[src/rtl/legv8_multicycle_ctrl.sv]
// legv8_multicycle_ctrl
// ---------------------
// Multi-cycle main control FSM for the LEGv8 core. It sequences
// FETCH -> DECODE -> EXEC -> (MEM) -> (WB) and handshakes with the
// instruction and data memories through ready signals. Memory waits are
// bounded by MEM_TIMEOUT cycles. An undecodable opcode or an expired wait
// parks the FSM in a sticky ERR state, and only rst leaves that state.
//
// Parameters
//   MEM_TIMEOUT : cycles to wait for imem_ready/dmem_ready before ERR (1..255)
//   EN_EXT      : 1 = CBNZ/B/ADDI are legal, 0 = they decode as illegal
//
// Ports
//   clk, rst              : clock and synchronous active-high reset
//   insOp[10:0]           : IR[31:21], the opcode field
//   zero                  : ALU zero flag, used in EXEC for CBZ/CBNZ
//   imem_ready/dmem_ready : memory done strobes, sampled in FETCH/MEM
//   imem_req, ir_write    : fetch request and IR latch pulse
//   pc_write, pc_src      : PC load and select (1 = branch target)
//   Reg2Loc, AluSrc, ALUOp, MemRead, MemWrite, MemtoReg, RegWrite
//                         : datapath controls
//   retire                : one-cycle pulse per completed instruction
//   illegal               : high while in ERR
//   state[2:0]            : current FSM state, for debug
module legv8_multicycle_ctrl #(
  parameter int MEM_TIMEOUT = 16,
  parameter bit EN_EXT      = 1'b1
) (
  input  logic        clk,
  input  logic        rst,
  input  logic [10:0] insOp,
  input  logic        zero,
  input  logic        imem_ready,
  input  logic        dmem_ready,
  output logic        imem_req,
  output logic        ir_write,
  output logic        pc_write,
  output logic        pc_src,
  output logic        Reg2Loc,
  output logic        AluSrc,
  output logic [1:0]  ALUOp,
  output logic        MemRead,
  output logic        MemWrite,
  output logic        MemtoReg,
  output logic        RegWrite,
  output logic        retire,
  output logic        illegal,
  output logic [2:0]  state
);

  typedef enum logic [2:0] {
    IDLE   = 3'd0,
    FETCH  = 3'd1,
    DECODE = 3'd2,
    EXEC   = 3'd3,
    MEM    = 3'd4,
    WB     = 3'd5,
    ERR    = 3'd7
  } stateT;

  typedef enum logic [2:0] {
    CLS_NONE, CLS_R, CLS_LDUR, CLS_STUR, CLS_CBZ, CLS_CBNZ, CLS_B, CLS_ADDI
  } insClassT;

  // The counter holds the number of cycles already spent waiting, so the
  // last allowed wait cycle is the one where it equals MEM_TIMEOUT-1.
  localparam logic [7:0] LAST_WAIT = 8'(MEM_TIMEOUT - 1);

  stateT    curState, nextState;
  insClassT insClass, decClass;
  logic [7:0] waitCnt;

  assign state = curState;

  // Opcode classifier. The patterns do not overlap, so their order does not matter.
  always_comb begin
    decClass = CLS_NONE;
    casez (insOp)
      11'b1??0101?000: decClass = CLS_R;
      11'b11111000010: decClass = CLS_LDUR;
      11'b11111000000: decClass = CLS_STUR;
      11'b10110100???: decClass = CLS_CBZ;
      11'b10110101???: if (EN_EXT) decClass = CLS_CBNZ;
      11'b000101?????: if (EN_EXT) decClass = CLS_B;
      11'b1001000100?: if (EN_EXT) decClass = CLS_ADDI;
      default:         decClass = CLS_NONE;
    endcase
  end

  // NOTE: reset is synchronous (sampled at the clock edge), and it wins over every state including ERR.
  always_ff @(posedge clk) begin
    if (rst) begin
      curState <= IDLE;
      insClass <= CLS_NONE;
      waitCnt  <= '0;
    end else begin
      // NOTE: state registers use non-blocking assignments, so every flop samples pre-edge values.
      curState <= nextState;
      if (curState == DECODE) insClass <= decClass;
      // The counter runs only while a memory wait continues. Any exit from
      // FETCH/MEM (ready, timeout) clears it for the next wait.
      if ((curState == FETCH || curState == MEM) && nextState == curState)
        waitCnt <= waitCnt + 8'd1;
      else
        waitCnt <= '0;
    end
  end

  always_comb begin
    // NOTE: every output and nextState gets a default first, so no path infers a latch.
    nextState = curState;
    imem_req  = 1'b0;
    ir_write  = 1'b0;
    pc_write  = 1'b0;
    pc_src    = 1'b0;
    Reg2Loc   = 1'b0;
    AluSrc    = 1'b0;
    ALUOp     = 2'b00;
    MemRead   = 1'b0;
    MemWrite  = 1'b0;
    MemtoReg  = 1'b0;
    RegWrite  = 1'b0;
    retire    = 1'b0;
    illegal   = 1'b0;

    unique case (curState)
      IDLE: nextState = FETCH;

      FETCH: begin
        imem_req = 1'b1;
        if (imem_ready) begin
          ir_write  = 1'b1;
          pc_write  = 1'b1;        // PC+4, pc_src stays 0
          nextState = DECODE;
        end else if (waitCnt == LAST_WAIT) begin
          nextState = ERR;
        end
      end

      DECODE: nextState = (decClass == CLS_NONE) ? ERR : EXEC;

      EXEC: begin
        unique case (insClass)
          CLS_R: begin
            ALUOp     = 2'b10;
            nextState = WB;
          end
          CLS_ADDI: begin
            AluSrc    = 1'b1;
            ALUOp     = 2'b11;
            nextState = WB;
          end
          CLS_LDUR, CLS_STUR: begin
            AluSrc    = 1'b1;
            Reg2Loc   = (insClass == CLS_STUR);
            nextState = MEM;
          end
          CLS_CBZ, CLS_CBNZ: begin
            Reg2Loc   = 1'b1;
            ALUOp     = 2'b01;
            // CBZ branches on zero and CBNZ on not-zero. pc_src is raised only when the branch is taken.
            pc_write  = (insClass == CLS_CBZ) ? zero : !zero;
            pc_src    = pc_write;
            retire    = 1'b1;
            nextState = FETCH;
          end
          CLS_B: begin
            pc_write  = 1'b1;
            pc_src    = 1'b1;
            retire    = 1'b1;
            nextState = FETCH;
          end
          default: nextState = ERR;  // no valid class latched
        endcase
      end

      MEM: begin
        AluSrc = 1'b1;
        if (insClass == CLS_STUR) begin
          Reg2Loc  = 1'b1;
          MemWrite = 1'b1;
        end else begin
          MemRead  = 1'b1;
        end
        if (dmem_ready) begin
          retire    = (insClass == CLS_STUR);
          nextState = (insClass == CLS_STUR) ? FETCH : WB;
        end else if (waitCnt == LAST_WAIT) begin
          nextState = ERR;
        end
      end

      WB: begin
        RegWrite  = 1'b1;
        MemtoReg  = (insClass == CLS_LDUR);
        retire    = 1'b1;
        nextState = FETCH;
      end

      ERR: illegal = 1'b1;

      default: nextState = ERR;  // unused encoding 6
    endcase
  end

endmodule

[config.mk]
export PLATFORM = sky130hd
export DESIGN_NAME = legv8_multicycle_ctrl
export DESIGN_NICKNAME = d
export VERILOG_FILES = /design/src/rtl/legv8_multicycle_ctrl.sv
export SDC_FILE = /design/constraint.sdc
export NUM_CORES = 1
export LEC_CHECK = 0
export ABC_AREA = 1
export BUFFER_PORTS_ARGS = -buffer_cell sky130_fd_sc_hd__buf_2
export CAP_MARGIN = 20
export CORE_UTILIZATION = 46
export CTS_CLUSTER_SIZE = 12
export DETAILED_ROUTE_END_ITERATION = 7
export GPL_ROUTABILITY_DRIVEN = 0
export PLACE_DENSITY = 0.75
export SETUP_SLACK_MARGIN = 0.15
export SYNTH_ARGS = -nofsm -noshare
export SYNTH_HDL_FRONTEND = slang
export SYNTH_SLANG_ARGS = --single-unit
[constraint.sdc]
create_clock -name clk -period 1.25 [get_ports clk]
set_input_delay 0.125 -clock clk [delete_from_list [all_inputs] [get_ports clk]]
set_output_delay 0.125 -clock clk [all_outputs]
set_load 0.01 [all_outputs]
==> qor.yml <==
setup_viol: 28
hold_viol_final: 0
drtIter0Drc: 130
rows: 17
crit_path_start_kind: "register"
synthesis.area_mm2: 0.00112
hold_class: "in2reg"
fmax_ghz: 0.632
worstSetupPathType: "reg2reg"
clk_pin_slew_ps: 90
slew_violations: 0
clock_skew_ps: 8.55
wl_per_cell_um: 19.4
synth_edf_count: 0
grtUsageTotal: 0.304
cap_violations: 0
tightestPinTransition_ps: 285
die_area_mm2: 0.00264
place_ws_ps: -86.7
min_period_over_period: 1.27
synthCells: 179
dieHeight_um: 51.4
yosys_warnings: 0
fin_nets: 278
syn_nets: 196
dp_hpwl_um: 2350
final_cells: 288
numClockSinks: 14
via_count: 1691
slew_headroom: 0.808
cp-endpoint: "waitCnt[2]"
cp-startpoint: "state[2]"
floorplan.initialDensity: 0.497
postLayoutSetupSlackWorst_ps: -333
h-tree-depth: 1
fp.coreArea_mm2: 0.00225
ys_types: 25
outcome: "complete, but fails checks"
syn_area_per_cell_um2: 6.26
yosysSeqAreaShare: 0.250
cts_buffers: 3
worstPathRequired_ps: 1470
arrival_ps: 1800
antenna_found_initial: 0
area_delta_synth_final_pct: 87.4
grt_setup_unrepaired: "true"
violations: "negative setup slack"
synth_flop_cell: "dfxtp_1"
die_w_um: 51.4
r2r_slack_ps: -330
postSynth.asyncResetShare: 0
synth-seq-cells: 14
ir_worst_vdd_mv: 1.98
multi_input_area_mm2: 0.00100
p_leak_nw: 0.974
port_buffers: 32
dr.pass1.iters: 5
first_global_vias: 1389
drive_above_1_share: 0.596
r2r_start: "state[2]"
r2r_cells: 10
clock_path_buffers: 2
fin_setup_tns_ps: -6340
grt_pass1_wl_um: 5860
cts_tree: "built"
grt_max_degree: 9
worst_hold_slack_ps: 218
crit_fanout: 8
post-route-min-period_ps: 1580
drc: 0
crit_path_end_kind: "register"
ant_nets: 0
overflow: 0
clock_latency_ps: 300
antenna_cells: 0
powerDensity_mw_per_mm2: 2070
wirelength_um: 5590
vias_per_cell: 5.87
regArea_um2: 298
io_pins: 33
mostFrequentLayoutCell: "nand2_1"
dp_cells: 261
cts_root_buf: "clkbuf_4"
final_cell_mix: "nand2_1 (34), buf_4 (27), buf_2 (25), buf_6 (22), inv_1 (20)"
r2r_end: "waitCnt[2]"
fill_cells: 80
[cells by family (layout without fill, tap and decap cells)]
logic type	Yosys count	count (layout)	share of synthesized area
buffers and inverters	26	107	0.0871
AND/OR/NAND/NOR	113	113	0.513
AO/OA/AOI/OAI	19	19	0.0915
XOR/XNOR	6	6	0.0469
flip-flops	14	14	0.250
adder cells (fa/ha/maj)	1	1	0.0112
[area by class of cell]
type                       instances  share of cell area
clock buffer                       4              0.0173
inverter                          26              0.0536
multi-input combinational        139               0.478
sequential                        14               0.142
tap                               28              0.0167
timing repair buffer              77               0.293
[cells in the mapped netlist, types with 2 or more instances]
cell type	count	area (µm²)
nor3_1	5	25.0
xor2_1	3	26.3
nand3b_1	2	15.0
nand4_1	2	12.5
nand2_1	44	165
nand2_2	3	18.8
inv_1	22	82.6
nor2_1	26	97.6
a21oi_1	4	20.0
nor3_2	9	90.1
nor2_2	5	31.3
nand3_1	10	50.1
xnor2_1	3	26.3
nand2_4	2	22.5
and3_1	2	12.5
inv_2	4	15.0
dfxtp_1	14	280
o21ai_0	12	60.1
[timing repair]
| item | CTS | global route |
|---|---|---|
| hold buffers | 0 | 2 |
| pin swaps | 16 | 14 |
| endpoints found under the setup margin | 25 | 31 |
| setup buffers | 11 | 10 |
| endpoints found under the hold margin | 0 | 1 |
| resized for setup | 36 | 43 |
[state kept, by name, indices dropped and copies added (netlist names)]
signal / count
insClass: 3
state: 3
waitCnt: 8
[layer usage]
layer,routed length [µm],share of wire,vias up,track usage
met2,2650,0.47,156,0.571
met1,2010,0.36,761,0.304
li1,-,-,742,-
met3,590,0.11,32,0.0387
met5,0,0,-,0
met4,347,0.062,0,0.207
[where the power goes]
group	switching, W	internal, W	total, W
Sequential	0.000209	0.000567	0.000775
Combinational	0.00176	0.00146	0.00323
Clock	0.000177	0.000178	0.000355
[how the worst min path moves through the flow]
| stage | start | to | slack, ps | cells past startpoint |
|---|---|---|---|---|
| 2_1_floorplan | rst | state[0] | 180 | 1 |
| 3_3_place_gp | rst | state[1] | 300 | 2 |
| 3_5_place_dp | rst | state[1] | 300 | 2 |
| 4_1_cts | rst | state[0] | 0.9 | 2 |
| 5_1_grt | rst | insClass[1] | 250 | 4 |
| 6_report | rst | state[2] | 220 | 4 |
[through the flow]
step	utilization	instance area [µm²]	power [W]
after detailed placement	0.709	1600	0.00256
after global routing	0.932	2100	0.00451
after CTS	0.820	1850	0.00342
after floorplan	-	1220	0.00186
final	0.932	2100	0.00436
after global placement	0.709	1600	0.00249
[critical path: stages (launching register included)]
cell and delay, ps:
dfxtp_4 400, inv_4 70, nand2_4 70, buf_6 130, nor2_4 180, nand2_2 80
nand3_2 90, nor2_2 50, nor2_2 140, nand2_4 130, nor3_2 160
No activity file was read; power rests on OpenSTA's default activity.
